<file path="config.mk">
export PLATFORM = sky130hd
export DESIGN_NAME = vram_arbiter
export DESIGN_NICKNAME = d
export VERILOG_FILES = /design/src/rtl/vram_arbiter.sv
export SDC_FILE = /design/constraint.sdc
export NUM_CORES = 1
export LEC_CHECK = 0
export BUFFER_PORTS_ARGS = -buffer_cell sky130_fd_sc_hd__clkbuf_2
export CAP_MARGIN = 10
export CORE_UTILIZATION = 40
export CTS_CLUSTER_SIZE = 30
export DETAILED_ROUTE_END_ITERATION = 8
export GPL_TIMING_DRIVEN = 0
export PLACE_DENSITY = 0.69
export SETUP_SLACK_MARGIN = 0.3
export SLEW_MARGIN = 15
export SYNTH_ARGS = -nofsm -noshare
export SYNTH_HDL_FRONTEND = slang
export SYNTH_SLANG_ARGS = --single-unit
</file>
<file path="constraint.sdc">
create_clock -name clk -period 5.29 [get_ports clk]
set_input_delay 1.587 -clock clk [delete_from_list [all_inputs] [get_ports clk]]
set_output_delay 1.587 -clock clk [all_outputs]
set_load 0.02 [all_outputs]
</file>
<file path="src/rtl/vram_arbiter.sv">
// vram_arbiter: shares one single-port VRAM between the scanout fetcher and a CPU requester.
// Optional stall statistics are enabled by defining ARB_STATS_EN (adds cpu_stall_count).
module vram_arbiter #(
  parameter int unsigned H_ACTIVE     = 640,
  parameter int unsigned H_TOTAL      = 800,
  parameter int unsigned V_TOTAL      = 525,
  parameter int unsigned V_ACTIVE     = 480,
  parameter int unsigned H_SCALE_LOG2 = 2,
  parameter int unsigned V_SCALE_LOG2 = 1,
  parameter int unsigned SRC_WIDTH    = 160,
  parameter int unsigned SRC_HEIGHT   = 192,
  parameter logic [6:0]  BORDER_COLOR = 7'h00,
  parameter int unsigned ADDR_WIDTH   = 16
) (
  input  logic                  clk,
  input  logic                  reset,
  input  logic [9:0]            hpos,
  input  logic [9:0]            vpos,
  input  logic                  in_image,
  output logic [6:0]            color,
  output logic [ADDR_WIDTH-1:0] vram_addr,
  output logic                  vram_we,
  output logic [7:0]            vram_wdata,
  input  logic [7:0]            vram_rdata,
  input  logic                  cpu_req,
  input  logic                  cpu_we,
  input  logic [ADDR_WIDTH-1:0] cpu_addr,
  input  logic [7:0]            cpu_wdata,
  output logic                  cpu_ack,
  output logic [7:0]            cpu_rdata
`ifdef ARB_STATS_EN
  ,
  output logic [15:0]           cpu_stall_count
`endif
);

  localparam int unsigned SLOT_W = H_SCALE_LOG2;
  localparam int unsigned GROUP  = 32'd1 << H_SCALE_LOG2;

  typedef enum logic [1:0] {IDLE, ACK, HOLD} state_e;

  state_e                state_q, state_d;
  logic [6:0]            color_q, color_d;
  logic [6:0]            prefetch_q, prefetch_d;
  logic                  fetch_q, fetch_d;
  logic [ADDR_WIDTH-1:0] vram_addr_q, vram_addr_d;
  logic                  vram_we_q, vram_we_d;
  logic [7:0]            vram_wdata_q, vram_wdata_d;
  logic                  cpu_ack_q, cpu_ack_d;
  logic [7:0]            cpu_rdata_q, cpu_rdata_d;

  logic [SLOT_W-1:0]     slot;
  logic [31:0]           h32, v32, nv32, sl, nsl, col, nh32, nvl, n_sl, n_col;
  logic                  last_h, due_col, due_wrap, fetch_due, next_vis;
  logic [ADDR_WIDTH-1:0] fetch_addr;

  // Display schedule: which slot-0 cycles fetch, and what the next source pixel will be.
  always_comb begin
    h32        = 32'(hpos);
    v32        = 32'(vpos);
    slot       = hpos[SLOT_W-1:0];
    sl         = v32 >> V_SCALE_LOG2;
    nv32       = (v32 == V_TOTAL - 1) ? 32'd0 : v32 + 32'd1;
    nsl        = nv32 >> V_SCALE_LOG2;
    col        = (h32 >> H_SCALE_LOG2) + 32'd1;
    last_h     = (h32 == H_TOTAL - 1);
    due_col    = (slot == '0) && (col < SRC_WIDTH) && (sl < SRC_HEIGHT);
    due_wrap   = (slot == '0) && (h32 == H_TOTAL - GROUP) && (nsl < SRC_HEIGHT);
    fetch_due  = due_col || due_wrap;
    fetch_addr = due_col ? ADDR_WIDTH'(sl * SRC_WIDTH + col) : ADDR_WIDTH'(nsl * SRC_WIDTH);
    nh32       = last_h ? 32'd0 : h32 + 32'd1;
    nvl        = last_h ? nv32 : v32;
    // in_image only describes the current line, so the line-wrap case uses V_ACTIVE
    next_vis   = last_h ? (nv32 < V_ACTIVE) : (in_image && (nh32 < H_ACTIVE));
    n_sl       = nvl >> V_SCALE_LOG2;
    n_col      = nh32 >> H_SCALE_LOG2;
  end

  // Next-state and output logic: display fetch first, CPU FSM only in free slots.
  always_comb begin
    state_d      = state_q;
    color_d      = color_q;
    prefetch_d   = prefetch_q;
    fetch_d      = 1'b0;
    vram_addr_d  = vram_addr_q;
    vram_we_d    = 1'b0;
    vram_wdata_d = vram_wdata_q;
    cpu_ack_d    = 1'b0;
    cpu_rdata_d  = cpu_rdata_q;

    if (fetch_due) begin
      vram_addr_d = fetch_addr;
      fetch_d     = 1'b1;
    end

    if (fetch_q && (slot == SLOT_W'(1))) begin
      prefetch_d = vram_rdata[6:0];
    end

    if (&slot) begin
      if (!next_vis) begin
        color_d = 7'h00;
      end else if ((n_sl < SRC_HEIGHT) && (n_col < SRC_WIDTH)) begin
        color_d = prefetch_q;
      end else begin
        color_d = BORDER_COLOR;
      end
    end

    case (state_q)
      IDLE: begin
        if (cpu_req && !fetch_due) begin
          vram_addr_d  = cpu_addr;
          vram_we_d    = cpu_we;
          vram_wdata_d = cpu_wdata;
          state_d      = ACK;
        end
      end
      ACK: begin
        cpu_ack_d = 1'b1;
        if (!vram_we_q) begin
          cpu_rdata_d = vram_rdata;
        end
        state_d = HOLD;
      end
      HOLD:    state_d = IDLE;
      default: state_d = IDLE;
    endcase
  end

  always_ff @(posedge clk) begin
    if (reset) begin
      state_q      <= IDLE;
      color_q      <= 7'h00;
      prefetch_q   <= 7'h00;
      fetch_q      <= 1'b0;
      vram_addr_q  <= '0;
      vram_we_q    <= 1'b0;
      vram_wdata_q <= 8'h00;
      cpu_ack_q    <= 1'b0;
      cpu_rdata_q  <= 8'h00;
    end else begin
      state_q      <= state_d;
      color_q      <= color_d;
      prefetch_q   <= prefetch_d;
      fetch_q      <= fetch_d;
      vram_addr_q  <= vram_addr_d;
      vram_we_q    <= vram_we_d;
      vram_wdata_q <= vram_wdata_d;
      cpu_ack_q    <= cpu_ack_d;
      cpu_rdata_q  <= cpu_rdata_d;
    end
  end

  assign color      = color_q;
  assign vram_addr  = vram_addr_q;
  assign vram_we    = vram_we_q;
  assign vram_wdata = vram_wdata_q;
  assign cpu_ack    = cpu_ack_q;
  assign cpu_rdata  = cpu_rdata_q;

`ifdef ARB_STATS_EN
  logic [15:0] stall_q, stall_d;

  // Saturating count of requests held off by a due display slot; cleared at frame origin.
  always_comb begin
    stall_d = stall_q;
    if ((hpos == '0) && (vpos == '0)) begin
      stall_d = 16'h0000;
    end else if ((state_q == IDLE) && cpu_req && fetch_due && (stall_q != 16'hFFFF)) begin
      stall_d = stall_q + 16'd1;
    end
  end

  always_ff @(posedge clk) begin
    if (reset) stall_q <= 16'h0000;
    else       stall_q <= stall_d;
  end

  assign cpu_stall_count = stall_q;
`endif

endmodule
</file>
After elaboration in Yosys (flattened, before gate mapping)
Index checks and enable logic that the tools add are counted.

Equality and inequality tests: 6. Bitwise operators: 3. Divide/modulo/power cells: 0. Multiply operators: 2. $lt $le $gt $ge: 7. Shift operators: 0. Add/sub/neg operators: 4. Reductions and logical operators: 16. Muxes and demuxes: 14.

Operators by type and width (count): $mux 16 (4); $mux 11 (3); $eq 10x10->1 const B (3); $lt 9x8->1 const B (3); $add 10x1->11 const B (2); $lt 10x8->1 const B (2); $add 16x9->16 (1); $mux 7 (2); $lt 11x10->1 const B (1); $lt 11x9->1 const B (1); $mul 10x3->11 const B (1); $mul 9x3->11 const B (1); $add 8x1->9 const B (1); $logic_and 1x1->1 (8); $reduce_and 2->1 (3); $eq 2x1->1 const B (2); $logic_not 2->1 (2); $pmux 2 s2 (1); $mux 1 (3); $not 1->1 (3); $reduce_or 3->1 (1); $mux 2 (1); $ne 2x2->1 const B (1); $logic_not 1->1 (1); $logic_or 1x1->1 (1).

Output and inout port bits: 41. ROM bits: 0. Latch bits: 0. Memories kept: 0. Bits in writable memories: 0. Word-level logic and storage cells: 61. Bits in registers: 51. Input bits: 57.

Longest topological paths before layout
Gate-level depths: netlist of run 1.

Depth after elaboration: 9. Depth in mapped cells: 16. Depth with buffers taken out: 15.

Worst setup path before layout of run 1
OpenSTA, ideal clock, no wires.

Kind: input to register. From: input vpos[4]. To: register vram_addr_q[15], in the netlist vram_addr[15]. Buffers on the path: 2. Required time: 5161 ps. Library setup time: 129 ps. Setup slack: 1039 ps. Stages: 13. Data arrival time: 4122 ps. Cells stage by stage: buf_2 -> nor4bb_2 -> and3_1 -> buf_4 -> nor2_1 -> ha_1 -> ha_1 -> a21oi_1 -> o21ai_0 -> a2111oi_0 -> nor4_1 -> nor3b_1 -> a211oi_2.

Longest elaborated chain between the ends: 9. Elaborated cells between the ends (all ways): 17. Classes of those cells: add/sub (2); mul (2); order compare (2); eq/ne (1); mux (5); reduce/logical (5).

Ends and longest elaborated chain: start: declaration (RTL line 18) `input logic [9:0] vpos,`; parallel branches: the longest is 8 deep, another holds $add 10x1->11; $mux 16 (*) (RTL line 110) `case (state_q)`; end signal: assignment (RTL line 147) `vram_addr_q <= vram_addr_d;`; end: declaration (RTL line 46) `logic [ADDR_WIDTH-1:0] vram_addr_q, vram_addr_d;`.

Mark *: on every way between the ends. A chain may end at the register's enable or synchronous reset.

Final worst setup path of run 1
From: input vpos[1]. To: register vram_addr_q[14], in the netlist vram_addr[14].

Same word-level chain as after synthesis.

==> reports/metrics.cfg, run 1 <==
[critical_path]
cp_common_cell = ha_1
crit_chain = clkbuf_2, ha_1, clkbuf_1, nand2_1, or3_1, xnor2_1, ha_1, ha_1, o21a_1, o31a_1, or4b_1, nand3_1, a211oi_1, a211oi_1
criticalPathCategory = in -> reg
endpoint_kind = flip-flop
critPathLaunchType = input pin
cp.arrival_ns = 4.81
reg2reg_slack_ns = 3.09
path_delay_family = simple AND/OR/NAND/NOR gates
worst-path-max-fanout = 9
crit_path_max_incr_delay_ns = 0.47
worstPathRequired_ns = 5.52
crit_buf_inv = 2
slowest_stage = or4b_1

[synthesis]
synth_area_um2 = 3900
synth_fp_nets = 522
yosysWarnings = 0
synth.largest_area_cell = dfxtp_1
synth_edf_count = 0
synth_cell_type_count = 73
synth-seq-cells = 51
synthTopCellsByArea = dfxtp_1 (26%), ha_1 (11%), mux2i_1 (6.7%), xnor2_1 (3.6%), nor2_1 (3.5%)
synth-async-reset-ratio = 0
syn_avg_cell_area_um2 = 9.10
yosysSeqAreaShare = 0.262
yosysTopAreaCellShare = 0.262
syn_inst = 428
synth-main-ff-cell = dfxtp_1

[hold_path]
hold_class = reg -> reg

[timing]
hold_violations = 0
period_share = 0.867
max_freq_mhz = 218
tns_ns = 0
layout_setup_ws_ns = 0.705
rsz0062_at_grt = false
tightest_slew_ns = 0.895
drv_slew = 0
slew_headroom = 0.401
setup_viol = 0
post-route-min-period_ns = 4.59
fin_skew_ns = 0.00639

[global_routing]
grt_use_met1 = 0.279
use_met3 = 0.0229
grt_pass1_wl_um = 16900
grt_pass1_vias = 3396
track_usage = 0.212
grt_use_met2 = 0.368
busiest_layer = met2
grt_max_degree = 17
grt_antenna_before_repair = 0
overflow = 0

[route]
drt_wl_total_um = 10800
ant_nets = 0
via_per_inst = 5.57
drtIter0Drc = 194
drc_errors = 0
num_vias = 3685
wl_per_cell_um = 16.3
first_pass_iters = 5

[place]
finalWeightedCongestion = 0.890
dp_slack_ns = 0.410
dp_hpwl_um = 8650
io_buffers = 96

[floorplanning]
start_util = 0.418
dieHeight_um = 101
rows = 35
io_pins = 98
core_um2 = 9330
die_w_um = 101
dieArea_um2 = 10100

[power_and_ir_drop]
power_per_cell_area_nw_per_um2 = 226
p_leak_nw = 2.12
ir_drop_v = 0.000150

[clock_network]
post_cts_resized = 0
cts_tree = yes
cts-htree-levels = 2
cts_buffers = 5
cts_sinks = 51
cts.root.buffer_cell = clkbuf_8
clkSlewWorstSetupHoldPaths_ns = 0.09
clock_path_buffers = 2
clk_latency_ns = 0.31
cts_hold_buf = 0
post-cts-setup-buffer-count = 0

[run_status]
outcome = finished, final reports clean

[final_layout]
multi_input_area_um2 = 2690
fin_nets = 625
fill_cells = 902
seqCellArea_um2 = 1020
diodes = 0
areaGrowthSynthToFinish_pct = 19.6
drive_gt1_frac = 0.289

[flow_run]
maxCapViolCount = 0

==> routing by layer <==
layer | vias up | part of all wire
li1 | 1809 | -
met4 | 0 | 0.011
met5 | - | 0
met1 | 1740 | 0.47
met2 | 125 | 0.47
met3 | 11 | 0.049
==> cells by family (layout without fill, tap and decap cells) <==
group	Yosys count	after routing	share of synthesized area
compound gates	107	107	0.219
flops	51	51	0.262
fa+ha+maj	37	37	0.125
mux	39	39	0.105
xor+xnor	26	26	0.0584
simple gates	128	128	0.184
buf+inv	40	144	0.0466
==> metrics by stage <==
step           cell area [um^2]  hold slack (ns)  utilization  std cells  power, mW
3_3_place_gp               4540            0.453        0.487        653      0.759
4_1_cts                    4660            0.487        0.500        661       1.05
3_5_place_dp               4540            0.462        0.487        653      0.767
6_report                   4660            0.483        0.500        661       1.05
2_1_floorplan              3900            0.449            -        428      0.659
5_1_grt                    4660            0.497        0.500        661       1.11
==> cell type report <==
cell class / count / area share
Multi-Input combinational cell: 337 / 0.578
Inverter: 19 / 0.0153
Tap cell: 129 / 0.0346
Clock inverter: 2 / 0.00832
Sequential cell: 51 / 0.219
Buffer: 21 / 0.0236
Clock buffer: 6 / 0.0177
Timing Repair Buffer: 96 / 0.103
==> synthesized netlist by cell type (all sizes together) (9+ instances only) <==
library cell,count
dfxtp,51
nor2,36
ha,34
mux2i,26
a21oi,23
inv,18
nand2,17
nand3,17
xnor2,16
mux2,13
o21ai,12
buf,11
a211oi,10
clkbuf,10
xor2,10
a311oi,9
a31o,9
nor2b,9
==> state kept, by name, indices dropped and copies added, names as in the netlist <==
| register | cells |
|---|---|
| vram_wdata | 8 |
| color | 7 |
| cpu_rdata | 8 |
| state_q | 2 |
| cpu_ack | 1 |
| vram_we | 1 |
| prefetch_q | 7 |
| fetch_q | 1 |
| vram_addr | 16 |
==> report_power, final <==
part	leakage, nW	switching [mW]	internal (mW)
clock network	0.0618	0.131	0.156
registers	0.416	0.0111	0.403
logic	1.64	0.205	0.145
total	2.12	0.348	0.704
==> cell usage in the layout (no fill, tap or decap), drive strengths merged, types with 3 or more instances in the layout <==
master  count
clkbuf    112
dfxtp      51
nor2       36
ha         34
mux2i      26
a21oi      23
inv        19
nand2      17
nand3      17
xnor2      16
mux2       13
o21ai      12
buf        11
xor2       10
a211oi     10
nor2b       9
a311oi      9
a31o        9
and3        8
a22o        7
and2        5
or2         5
nand4       5
nor3        4
nor4        4
o21a        4
a21o        4
o22ai       3
or3         3
o21bai      3
a31oi       3
fa          3
nor3b       3
o311ai      3
o31ai       3
==> final timing paths <==
check	start	to	cells after the start
max	vpos[1]	vram_addr[14]	14
min	prefetch_q[4]	color[4]	1
max reg2reg	state_q[0]	vram_addr[5]	5
min reg2reg	prefetch_q[4]	color[4]	1
No activity file was read; power rests on OpenSTA's default activity.
==> run 2, diff against run 1 <==
Settings changed: ABC_AREA set to 1.
==> reports/metrics.cfg, run 2 <==
[flow_run]
maxCapViolCount = 0  ; unchanged

[final_layout]
largest_reg_flops = 16  ; unchanged
fin_area_um2 = 4830  ; +3.6%
fin_nets = 840  ; +34%
drive_gt1_frac = 0.193  ; -0.0964
stdcell_count = 879  ; +33%
final_common_cell = nand2_1
areaGrowthSynthToFinish_pct = 18.6
diodes = 0  ; unchanged
finish.utilization = 0.492  ; -0.00794
layout_common_cells = nand2_1 (219), clkbuf_2 (97), inv_1 (85)

[timing]
hold_violations = 0  ; unchanged
tns_ns = 0  ; unchanged
tightest_slew_ns = 0.488  ; -0.406 ns
period_share = 0.805  ; -0.0616
slew_headroom = 0.675  ; +0.273
max_freq_mhz = 235  ; +7.7%
drv_slew = 0  ; unchanged
layout_setup_ws_ns = 1.03  ; +0.326 ns
setup_viol = 0  ; unchanged
rsz0062_at_grt = false
post-route-min-period_ns = 4.26  ; -0.326 ns
whs_ns = 0.449  ; -0.0332 ns
fin_skew_ns = 0.0102  ; +0.00386 ns

[critical_path]
reg2reg_slack_ns = 3.83  ; +0.74 ns
cp_common_cell = inv_1
worst-path-max-fanout = 5  ; -4
endpoint_kind = flip-flop
crit_buf_inv = 7  ; +5
slowest_stage = fa_1
crit_path_max_incr_delay_ns = 0.41  ; -0.06 ns
crit_chain = clkbuf_2, inv_1, ha_1, nor3b_1, nand3_1, inv_1, nor2_1, nand2_1, inv_1, nand2_1, inv_1, nor2_1, ha_1, inv_1, fa_1, inv_1, a31oi_1, and2_1, o21ai_0, nand3_1, nand3_1, nand2_1
critPathLaunchType = input pin
path_delay_family = simple AND/OR/NAND/NOR gates
worstPathRequired_ns = 5.50  ; -0.02 ns
criticalPathCategory = in -> reg
cp.arrival_ns = 4.47  ; -0.34 ns

[route]
num_vias = 4259  ; +16%
first_pass_iters = 5  ; unchanged
drc_errors = 0  ; unchanged
drt_wl_total_um = 10400  ; -3.3%
ant_nets = 0  ; unchanged
wl_per_cell_um = 11.9  ; -27%
drtIter0Drc = 180  ; -7.2%
via_per_inst = 4.85  ; -13%

[synthesis]
synthTopCellsByArea = dfxtp_1 (25%), nand2_1 (20%), ha_1 (10%), inv_1 (7.8%), nand3_1 (6.4%)
synth_cell_type_count = 38  ; -48%
syn_inst = 642  ; +50%
synth_area_um2 = 4070  ; +4.4%
synth-main-ff-cell = dfxtp_1
synth_common_cells = nand2_1 (219), inv_1 (85), nand3_1 (52), nor2_1 (52), dfxtp_1 (51)
synth-async-reset-ratio = 0  ; unchanged
synth.largest_area_cell = dfxtp_1
yosysWarnings = 0  ; unchanged
synth_fp_nets = 736  ; +41%
synth-seq-cells = 51  ; unchanged
yosysSeqAreaShare = 0.251  ; -0.0111
synth_edf_count = 0  ; unchanged
syn_avg_cell_area_um2 = 6.34  ; -30%
yosysTopAreaCellShare = 0.251  ; -0.0111
synth_most_common_cell = nand2_1

[clock_network]
cts-htree-levels = 2  ; unchanged
post-cts-setup-buffer-count = 0  ; unchanged
cts_tree = yes
clock_path_buffers = 2  ; unchanged
clk_latency_ns = 0.31  ; about the same
clkSlewWorstSetupHoldPaths_ns = 0.09  ; about the same
post_cts_resized = 0  ; unchanged
cts_sinks = 51  ; unchanged
cts.root.buffer_cell = clkbuf_8
cts_buffers = 5  ; unchanged
cts_hold_buf = 0  ; unchanged

[power_and_ir_drop]
power_per_cell_area_nw_per_um2 = 215  ; -4.6%
ir_drop_v = 0.000189  ; +26%
p_seq_frac = 0.401  ; +0.007
p_leak_nw = 2.61  ; +23%
p_int_uw = 676  ; -4.1%
power_switching_uw = 364  ; +4.6%
total_power_mw = 1.04  ; -1.2%
p_clk_frac = 0.257  ; -0.016
combPwrFrac = 0.342  ; +0.009
swShare = 0.350  ; +0.0195

[place]
finalWeightedCongestion = 0.855  ; -3.9%
dp_hpwl_um = 8620  ; -0.37%
io_buffers = 97  ; +1.0%
dpl.cell_count = 872  ; +34%
dp_slack_ns = 0.737  ; +0.328 ns
place_area_um2 = 4720  ; +4.0%

[global_routing]
grt_pass1_vias = 3938  ; +16%
track_usage = 0.206  ; -0.00568
grt_antenna_before_repair = 0  ; unchanged
grt_pass1_wl_um = 17400  ; +2.8%
grt_max_degree = 16  ; -1
overflow = 0  ; unchanged

[hold_path]
hold_class = reg -> reg

[floorplanning]
io_pins = 98  ; unchanged
start_util = 0.414  ; -0.00333
core_um2 = 9820  ; +5.3%
die_w_um = 103  ; +2.1%
rows = 36  ; +2.9%
dieHeight_um = 103  ; +2.1%
dieArea_um2 = 10600  ; +4.3%

[run_status]
outcome = finished, final reports clean

-- run 2: changes by cell type in the layout (fill, tap and decap cells not counted), moves of 14 or more --
cell,delta
mux2i_1,-26
inv_1,+67
nand4_1,+14
nand2_1,+202
nand3_1,+35
o21ai_0,+14
nor2_1,+16
-- run 2: path summary, 6_finish.rpt --
check,from,endpoint,depth (start not counted)
worst min-delay path,vram_wdata[7],vram_wdata[7],2
worst max register to register,state_q[1],cpu_rdata[3],7
worst max-delay path,vpos[0],vram_addr[12],22
worst min register to register,vram_wdata[7],vram_wdata[7],2
-- run 2: logic make-up after synthesis --
family | after synthesis | share of synthesized area
AO/OA/AOI/OAI | 64 | 0.0818
XOR/XNOR | 10 | 0.0215
adder cells (fa/ha/maj) | 37 | 0.119
buffers and inverters | 107 | 0.113
flip-flops | 51 | 0.251
AND/OR/NAND/NOR | 373 | 0.413
-- run 2: area by class of cell --
class / instances / area, um^2
fill: 1054 / 4990
clock inverter: 2 / 37.5
tap: 133 / 166
inverter: 91 / 347
buffer: 16 / 115
multi-input combinational: 484 / 2590
timing repair buffer: 97 / 485
sequential: 51 / 1020
clock buffer: 5 / 68.8
-- run 2: power by group through the flow --
stage / Combinational [mW] / Clock, mW / Sequential (mW)
floorplan: 0.225 / 0 / 0.448
global placement: 0.346 / 0 / 0.424
detailed placement: 0.353 / 0 / 0.425
CTS: 0.356 / 0.270 / 0.416
global route: 0.405 / 0.287 / 0.419
finish: 0.356 / 0.267 / 0.416
-- run 2: worst reg2reg max path: cells and delay by family (launching register included) --
family	cells	cell delay [ns]
compound gates	2	0.26
flops	1	0.32
simple gates	2	0.35
buf+inv	3	0.43
-- run 2: routing by layer --
metal | global-route usage | vias up | part of all wire
met5 | 0 | - | 0
met4 | 0.0531 | 0 | 0.018
met3 | 0.0319 | 20 | 0.050
met2 | 0.365 | 114 | 0.48
met1 | 0.260 | 1875 | 0.45
li1 | - | 2250 | -
